## config.mk

```make
export PLATFORM = sky130hd
export DESIGN_NAME = spi_master_datapath
export DESIGN_NICKNAME = d
export VERILOG_FILES = /design/src/rtl/spi_master_datapath_pkg.sv /design/src/rtl/spi_clk_div.sv /design/src/rtl/spi_master_datapath.sv
export SDC_FILE = /design/constraint.sdc
export NUM_CORES = 1
export LEC_CHECK = 0
export CAP_MARGIN = 20
export CORE_MARGIN = 4
export CORE_UTILIZATION = 59
export DETAILED_ROUTE_END_ITERATION = 10
export PLACE_DENSITY = 0.84
export SLEW_MARGIN = 5
export SYNTH_ARGS = -nofsm -noshare
export SYNTH_HDL_FRONTEND = slang
export SYNTH_SLANG_ARGS = --single-unit
```

## constraint.sdc

```tcl
create_clock -name clock -period 2.53 [get_ports clock]
set_input_delay 0.6325 -clock clock [delete_from_list [all_inputs] [get_ports clock]]
set_output_delay 0.6325 -clock clock [all_outputs]
set_load 0.02 [all_outputs]
```

## src/rtl/spi_master_datapath_pkg.sv

```systemverilog
// spi_master_datapath_pkg: shared defaults and width helper for the SPI master datapath and its FSM
package spi_master_datapath_pkg;
  localparam int DEF_CLK_DIV    = 4;
  localparam int DEF_MSG_WIDTH  = 8;
  localparam int DEF_NUM_MSGS   = 4;
  localparam int DEF_GAP_CYCLES = 8;
  function automatic int clog2w(input int n);
    return n < 2 ? 1 : $clog2(n);
  endfunction
endpackage

```

## src/rtl/spi_clk_div.sv

```systemverilog
// spi_clk_div: free-running SCLK divider; clock/reset in, sclk_in phase plus high_t/low_t one-cycle-early edge strobes out
module spi_clk_div
  import spi_master_datapath_pkg::*;
#(
  parameter int CLK_DIV = DEF_CLK_DIV
) (
  input  logic clock,
  input  logic reset,
  output logic sclk_in,
  output logic low_t,
  output logic high_t
);
  localparam int DW = clog2w(CLK_DIV);
  logic [DW-1:0] r_div_cnt;
  logic          r_sclk;
  logic          w_tc;
  assign w_tc    = r_div_cnt == DW'(CLK_DIV - 1);
  assign sclk_in = r_sclk;
  assign high_t  = w_tc && !r_sclk;
  assign low_t   = w_tc && r_sclk;
  always_ff @(posedge clock or posedge reset)
    if (reset) begin
      r_div_cnt <= '0;
      r_sclk    <= 1'b0;
    end else begin
      r_div_cnt <= w_tc ? '0 : r_div_cnt + DW'(1);
      r_sclk    <= r_sclk ^ w_tc;
    end
endmodule

```

## src/rtl/spi_master_datapath.sv

```systemverilog
// spi_master_datapath: message buffer, bit/message indices, go/busy handshake and gap timer feeding the SPI master FSM (host: wr_*/go/len/busy/done; FSM: inc_bit/inc_msg/waiting in, start/sclk_in/low_t/high_t/msg_bit/last_bit/last_msg/restart out)
module spi_master_datapath
  import spi_master_datapath_pkg::*;
#(
  parameter int CLK_DIV    = DEF_CLK_DIV,
  parameter int MSG_WIDTH  = DEF_MSG_WIDTH,
  parameter int NUM_MSGS   = DEF_NUM_MSGS,
  parameter int GAP_CYCLES = DEF_GAP_CYCLES
) (
  input  logic                               clock,
  input  logic                               reset,
  input  logic                               wr_en,
  input  logic [clog2w(NUM_MSGS)-1:0]        wr_addr,
  input  logic [MSG_WIDTH-1:0]               wr_data,
  input  logic                               go,
  input  logic [clog2w(NUM_MSGS+1)-1:0]      len,
  output logic                               busy,
  output logic                               done,
  input  logic                               inc_bit,
  input  logic                               inc_msg,
  input  logic                               waiting,
  output logic                               start,
  output logic                               sclk_in,
  output logic                               low_t,
  output logic                               high_t,
  output logic                               msg_bit,
  output logic                               last_bit,
  output logic                               last_msg,
  output logic                               restart
);
  localparam int AW = clog2w(NUM_MSGS);
  localparam int LW = clog2w(NUM_MSGS + 1);
  localparam int BW = clog2w(MSG_WIDTH);
  localparam int GW = clog2w(GAP_CYCLES);
  logic [MSG_WIDTH-1:0] r_buf [NUM_MSGS];
  logic                 r_busy, r_done, r_start;
  logic [BW-1:0]        r_bit_idx, w_bit_nxt;
  logic [AW-1:0]        r_msg_idx, w_msg_nxt;
  logic [LW-1:0]        r_len_q;
  logic [GW-1:0]        r_gap_cnt;
  logic                 w_go_ok, w_last_bit, w_last_msg, w_end, w_gap_top, w_slot_top;
  spi_clk_div #(.CLK_DIV(CLK_DIV)) u_clk_div (
    .clock  (clock),
    .reset  (reset),
    .sclk_in(sclk_in),
    .low_t  (low_t),
    .high_t (high_t)
  );
  assign w_go_ok    = go && !r_busy && len != '0 && len <= LW'(NUM_MSGS);
  assign w_last_bit = r_bit_idx == BW'(MSG_WIDTH - 1);
  assign w_last_msg = r_busy && (LW'(r_msg_idx) + LW'(1) == r_len_q);
  assign w_end      = inc_msg && w_last_msg;
  assign w_slot_top = r_msg_idx == AW'(NUM_MSGS - 1);
  assign w_gap_top  = r_gap_cnt == GW'(GAP_CYCLES - 1);
  always_comb begin
    w_bit_nxt = (w_go_ok || inc_msg) ? '0 : inc_bit ? (w_last_bit ? '0 : r_bit_idx + BW'(1)) : r_bit_idx;
    w_msg_nxt = (w_go_ok || (inc_msg && (w_last_msg || w_slot_top))) ? '0 : inc_msg ? r_msg_idx + AW'(1) : r_msg_idx;
  end
  always_ff @(posedge clock or posedge reset)
    if (reset) begin
      for (int i = 0; i < NUM_MSGS; i++) r_buf[i] <= '0;
      r_busy    <= 1'b0;
      r_done    <= 1'b0;
      r_start   <= 1'b0;
      r_bit_idx <= '0;
      r_msg_idx <= '0;
      r_len_q   <= '0;
      r_gap_cnt <= '0;
    end else begin
      if (wr_en && !r_busy) r_buf[wr_addr] <= wr_data;
      r_busy    <= w_go_ok ? 1'b1 : w_end ? 1'b0 : r_busy;
      r_done    <= w_end;
      r_start   <= w_go_ok;
      r_len_q   <= w_go_ok ? len : r_len_q;
      r_bit_idx <= w_bit_nxt;
      r_msg_idx <= w_msg_nxt;
      r_gap_cnt <= !waiting ? '0 : w_gap_top ? r_gap_cnt : r_gap_cnt + GW'(1);
    end
  assign busy     = r_busy;
  assign done     = r_done;
  assign start    = r_start;
  assign msg_bit  = r_buf[r_msg_idx][BW'(MSG_WIDTH - 1) - r_bit_idx];
  assign last_bit = w_last_bit;
  assign last_msg = w_last_msg;
  assign restart  = waiting && w_gap_top;
endmodule

```

# ---- Word level (Yosys, flattened, before mapping)
# Index checks and enable logic that the tools add are counted.
dict set report word_totals {
  reg_bits 49
  inputBits 20
  word_cells 71
}
dict set report classes {
  addsub 6
  n_lt_le_gt_ge 5
  eq_ne 6
  mux 18
  bitwise_logic 3
  n_reduce_logical 20
}
# cell n
set op_table {}
lappend op_table {{32-bit bitwise mux} 1}
lappend op_table {{8-bit two-way mux} 3}
lappend op_table {{8-bit binary-select mux with 2-bit select} 1}
lappend op_table {{8-bit demux with 2-bit select} 1}
lappend op_table {{3-bit two-way mux} 5}
lappend op_table {{1-bit logical AND} 11}
lappend op_table {{3-bit by 1-bit adder with 3-bit output, second input constant} 2}
lappend op_table {{3-bit == test, second input constant} 2}
lappend op_table {{3-bit >= comparator, second input constant} 2}
lappend op_table {{2-bit two-way mux} 3}
lappend op_table {{2-bit NOT with 3-bit output} 2}
lappend op_table {{2-bit nonzero test} 3}
lappend op_table {{2-bit by 1-bit adder with 2-bit output, second input constant} 2}
lappend op_table {{2-bit == test, second input constant} 2}
lappend op_table {{3-bit by 4-bit less-than comparator with 1-bit output, second input constant} 1}
lappend op_table {{2-bit by 1-bit adder with 3-bit output, second input constant} 1}
lappend op_table {{1-bit binary-select mux with 3-bit select} 1}
lappend op_table {{3-bit == test} 1}
lappend op_table {{3-bit less-or-equal comparator, second input constant} 1}
lappend op_table {{1-bit logical OR} 3}
lappend op_table {{3-bit by 1-bit less-than comparator with 1-bit output, second input constant} 1}
lappend op_table {{1-bit two-way mux} 3}
lappend op_table {{3-bit nonzero test} 1}
lappend op_table {{3-bit subtractor, first input constant} 1}
lappend op_table {{other kinds (3)} 4}

# ---- Longest topological paths before layout
dict set report logic_depth {
  ltp_word 7
  mapped_depth 7
  ltp_nobuf 6
}

# ---- Hierarchy
# A second synthesis with hierarchy kept.
dict set report unflattened {
  hier_cells 178
  area_unflattened_um2 2356.0
}
# module instances cells_per_inst area_per_inst_um2 seq_area_each_um2
set modules_own_cells {}
lappend modules_own_cells {spi_master_datapath 1 167 2222.1 1151.1}
lappend modules_own_cells {spi_clk_div 1 11 133.9 75.1}

# ---- Worst setup path after synthesis
# Ideal clock, no wire load.
dict set report synth_timing {
  kind {reg2out}
  startpoint {register r_msg_idx[1]}
  endpoint {output port msg_bit}
  t_arrival_ns 1.351
  required_time_ns 1.898
  slack_ns 0.547
  path_stages_with_launch 8
  n_path_buf 2
  path_cell_list {dfrtp_1 -> buf_6 -> buf_8 -> mux2i_1 -> a22oi_1 -> nand3_1 -> nand2_1 -> a311o_1}
}
dict set report synth_between {
  elab_chain_len 6
}
# element line_no
set synth_rtl {}
lappend synth_rtl {{start, declared} spi_master_datapath.sv:38} ;# logic [AW-1:0] r_msg_idx, w_msg_nxt;
lappend synth_rtl {{start signal, assigned} spi_master_datapath.sv:76} ;# r_msg_idx <= w_msg_nxt;
lappend synth_rtl {{2-bit NOT with 3-bit output (implied by the code)} spi_master_datapath.sv:82} ;# assign msg_bit = r_buf[r_msg_idx][BW'(MSG_WIDTH - 1) - r_bit_idx];
lappend synth_rtl {{8-bit binary-select mux with 2-bit select} spi_master_datapath.sv:82}
lappend synth_rtl {{8-bit two-way mux (implied by the code) (2 in a row)} spi_master_datapath.sv:82}
lappend synth_rtl {{1-bit binary-select mux with 3-bit select} spi_master_datapath.sv:82}
lappend synth_rtl {{1-bit two-way mux (implied by the code)} spi_master_datapath.sv:82}
lappend synth_rtl {{end, declared} spi_master_datapath.sv:26} ;# output logic msg_bit,
# Every way passes these cells. The select of a mux whose other input is x is not followed.

# ---- Worst setup path after layout
# Ends and elaborated chain as after synthesis.

==> run_results.csv <==
group,metric,value,unit
clocking,clock_path_buffers,2,
logic_synthesis,synth-seq-area-share,52.3,%
place,placedInstanceArea,2700,µm²
run_status,outcome,"completed",
die,core,3740,µm²
min_path,min_path_type,"flip-flop to flip-flop",
drt,wl_per_cell,18.3,µm
logic_synthesis,synth.distinct_cells,30,
clocking,cts_buffers,5,
critical_path,end_kind,"output port",
critical_path,required,1900,ps
die,fp.dieH,71.1,µm
timing,min_period_over_period,98.6,%
place,place_hpwl,3540,µm
drt,antenna_left,0,
global_route,antenna_found_initial,0,
timing,hold_viol,0,
drt,drtIter0Drc,77,
critical_path,cp_max_fo,8,
logic_synthesis,async_flop_share,100,%
final_layout,final_area,2860,µm²
clocking,tritoncts,"yes",
final_layout,final_cell_mix,"dfrtp_1 (48), mux2_2 (35), clkdlybuf4s50_1 (26)",
drt,routed_wl,4890,µm
die,io_pins,30,
logic_synthesis,syn-instance-count,176,
critical_path,critPathLaunchType,"flip-flop",
pwr,leakagePower,1.26,nW
logic_synthesis,muxShareOfSynthArea,25.8,%
clocking,cts_sinks,49,
logic_synthesis,postSynthAreaPerCell,13.3,µm²
place,place.gp.congestion,0.875,
logic_synthesis,synth_top_family_by_area,"multiplexers",
pwr,ir_worst_vdd,0.649,mV
final_layout,fill_cells,268,
logic_synthesis,synth_ff_type,"dfrtp_1",
timing,rsz0062_at_grt,"yes",
clocking,htreeDepth,2,
timing,setup_viol,0,
timing,fmax,0.401,GHz
final_layout,n_antenna_cell,0,
timing,finalCriticalPeriod,2490,ps
timing,timing.slew.headroom,78.5,%
logic_synthesis,synth_edf_count,0,
logic_synthesis,synth-compound-area-share,3.63,%
final_layout,nNetsFinal,246,
die,fp.dieArea,5050,µm²
global_route,grt_pass1_wl,8000,µm
timing,tightest_slew,322,ps
die,rows,22,
logic_synthesis,syn_nets,204,
drt,vias,1541,
global_route,grt_pass1_vias,1724,
final_layout,areaGrowthSynthToFinish,21.8,%
drt,vias_per_cell,5.77,
clocking,cts-root-buf,"clkbuf_8",
die,start_util,62.7,%
final_layout,layout_commonest_cell,"dfrtp_1",
logic_synthesis,synth_adder_area_share,4.27,%
final_layout,postLayoutCoreUtil,76.3,%
drt,drc_errors,0,
global_route,overflow,0,
logic_synthesis,yosys.area_share.simple,10.0,%
logic_synthesis,synth_warnings,0,
timing,tns,0,ps
critical_path,crit_type,"flip-flop to output port",
final_layout,drive_gt1_share,30.6,%
logic_synthesis,synth_area,2350,µm²
critical_path,cp.arrival,1860,ps
timing,slew_viol_final,0,
place,io_buffers,29,
run,cap_violations,0,
timing,worst_clock_skew,5.57,ps
global_route,grt_max_degree,27,
clocking,cts_hold_buffers,0,
global_route,grt_usage,20.4,%
clocking,clock_latency,300,ps
logic_synthesis,ys_seq_elements,49,
drt,first_pass_iters,5,
pwr,powerDensity,1010,nW/µm²
clocking,clk_pin_slew_worst_paths,80,ps
logic_synthesis,synthXorXnorAreaFrac,1.49,%
die,die_x,71.1,µm
power breakdown:
group          internal, mW  switching (mW)
registers              1.10           0.236
clock network         0.192           0.245
logic                 0.647           0.465
cell families after synthesis:
group	after synthesis
XOR/XNOR	4
AO/OA/AOI/OAI	13
AND/OR/NAND/NOR	36
adder cells (fa/ha/maj)	8
flip-flops	49
multiplexers	56
buffers and inverters	10
repair_timing:
action / in CTS / in global routing
pin swaps: 0 / 3
setup buffers: 0 / 5
endpoints found under the setup margin: 3 / 2
gates resized for setup: 11 / 10
critical path: stages, from the launching register on:
cell	delay, ps
dfrtp_1	380
buf_6	170
mux2i_2	250
a22oi_1	120
nand3_1	90
nand2_1	60
a311o_1	350
buf_6	140
registers in the layout (all words and copies together), names as in the netlist:
name                 cells
r_buf                   32
r_bit_idx                3
r_gap_cnt                3
r_len_q                  3
r_msg_idx                2
u_clk_div.r_div_cnt      2
busy                     1
done                     1
start                    1
u_clk_div.sclk_in        1
per-layer routing:
metal  share of wire (%)  up-vias  GRT usage, %
met2                  54       33          37.9
met4                 1.7        0          6.68
met3                 3.3        9          4.83
met1                  41      785          22.7
met5                   0        -             0
li1                    -      714             -
path summary, 6_finish.rpt:
kind | startpoint | end | slack [ps] | depth (start not counted)
setup / recovery | r_msg_idx[1] | msg_bit | 40 | 7
hold / removal | u_clk_div.r_div_cnt[0] | u_clk_div.r_div_cnt[0] | 440 | 1
setup reg to reg | r_msg_idx[1] | r_msg_idx[1] | 740 | 8
hold reg to reg | u_clk_div.r_div_cnt[0] | u_clk_div.r_div_cnt[0] | 440 | 1
max in group asynchronous | reset | r_buf[24] | 1590 | 3
min in group asynchronous | reset | r_bit_idx[1] | 680 | 3
cell usage after synthesis, drive strengths merged (4+ instances only):
| cell type | count | area [µm²] |
|---|---|---|
| mux2 | 35 | 394 |
| inv | 4 | 15.0 |
| nor2 | 4 | 15.0 |
| nand2 | 7 | 26.3 |
| buf | 5 | 41.3 |
| a22oi | 4 | 30.0 |
| mux2i | 21 | 210 |
| a21oi | 5 | 25.0 |
| ha | 8 | 100 |
| dfrtp | 49 | 1230 |
| nor3 | 4 | 20.0 |
stage by stage:
step	setup slack, ps	hold slack, ps	std cells	power [mW]
final	35.2	442	267	2.89
after CTS	36.6	441	262	2.78
after floorplan	547	403	176	2.01
after global routing	-24.2	481	267	3.06
after detailed placement	-0.329	429	254	2.34
after global placement	34.3	415	254	2.26
layout make-up:
cell class,instances,area (µm²),share of cell area [%]
well taps,48,60.1,2.10
multi-input cells,117,1090,38.1
flip-flops and latches,49,1230,43.0
clock buffers,6,72.6,2.54
inverters,4,15.0,0.526
clock inverters,2,10.0,0.350
repair buffers,41,383,13.4
No activity file was read; power rests on OpenSTA's default activity.
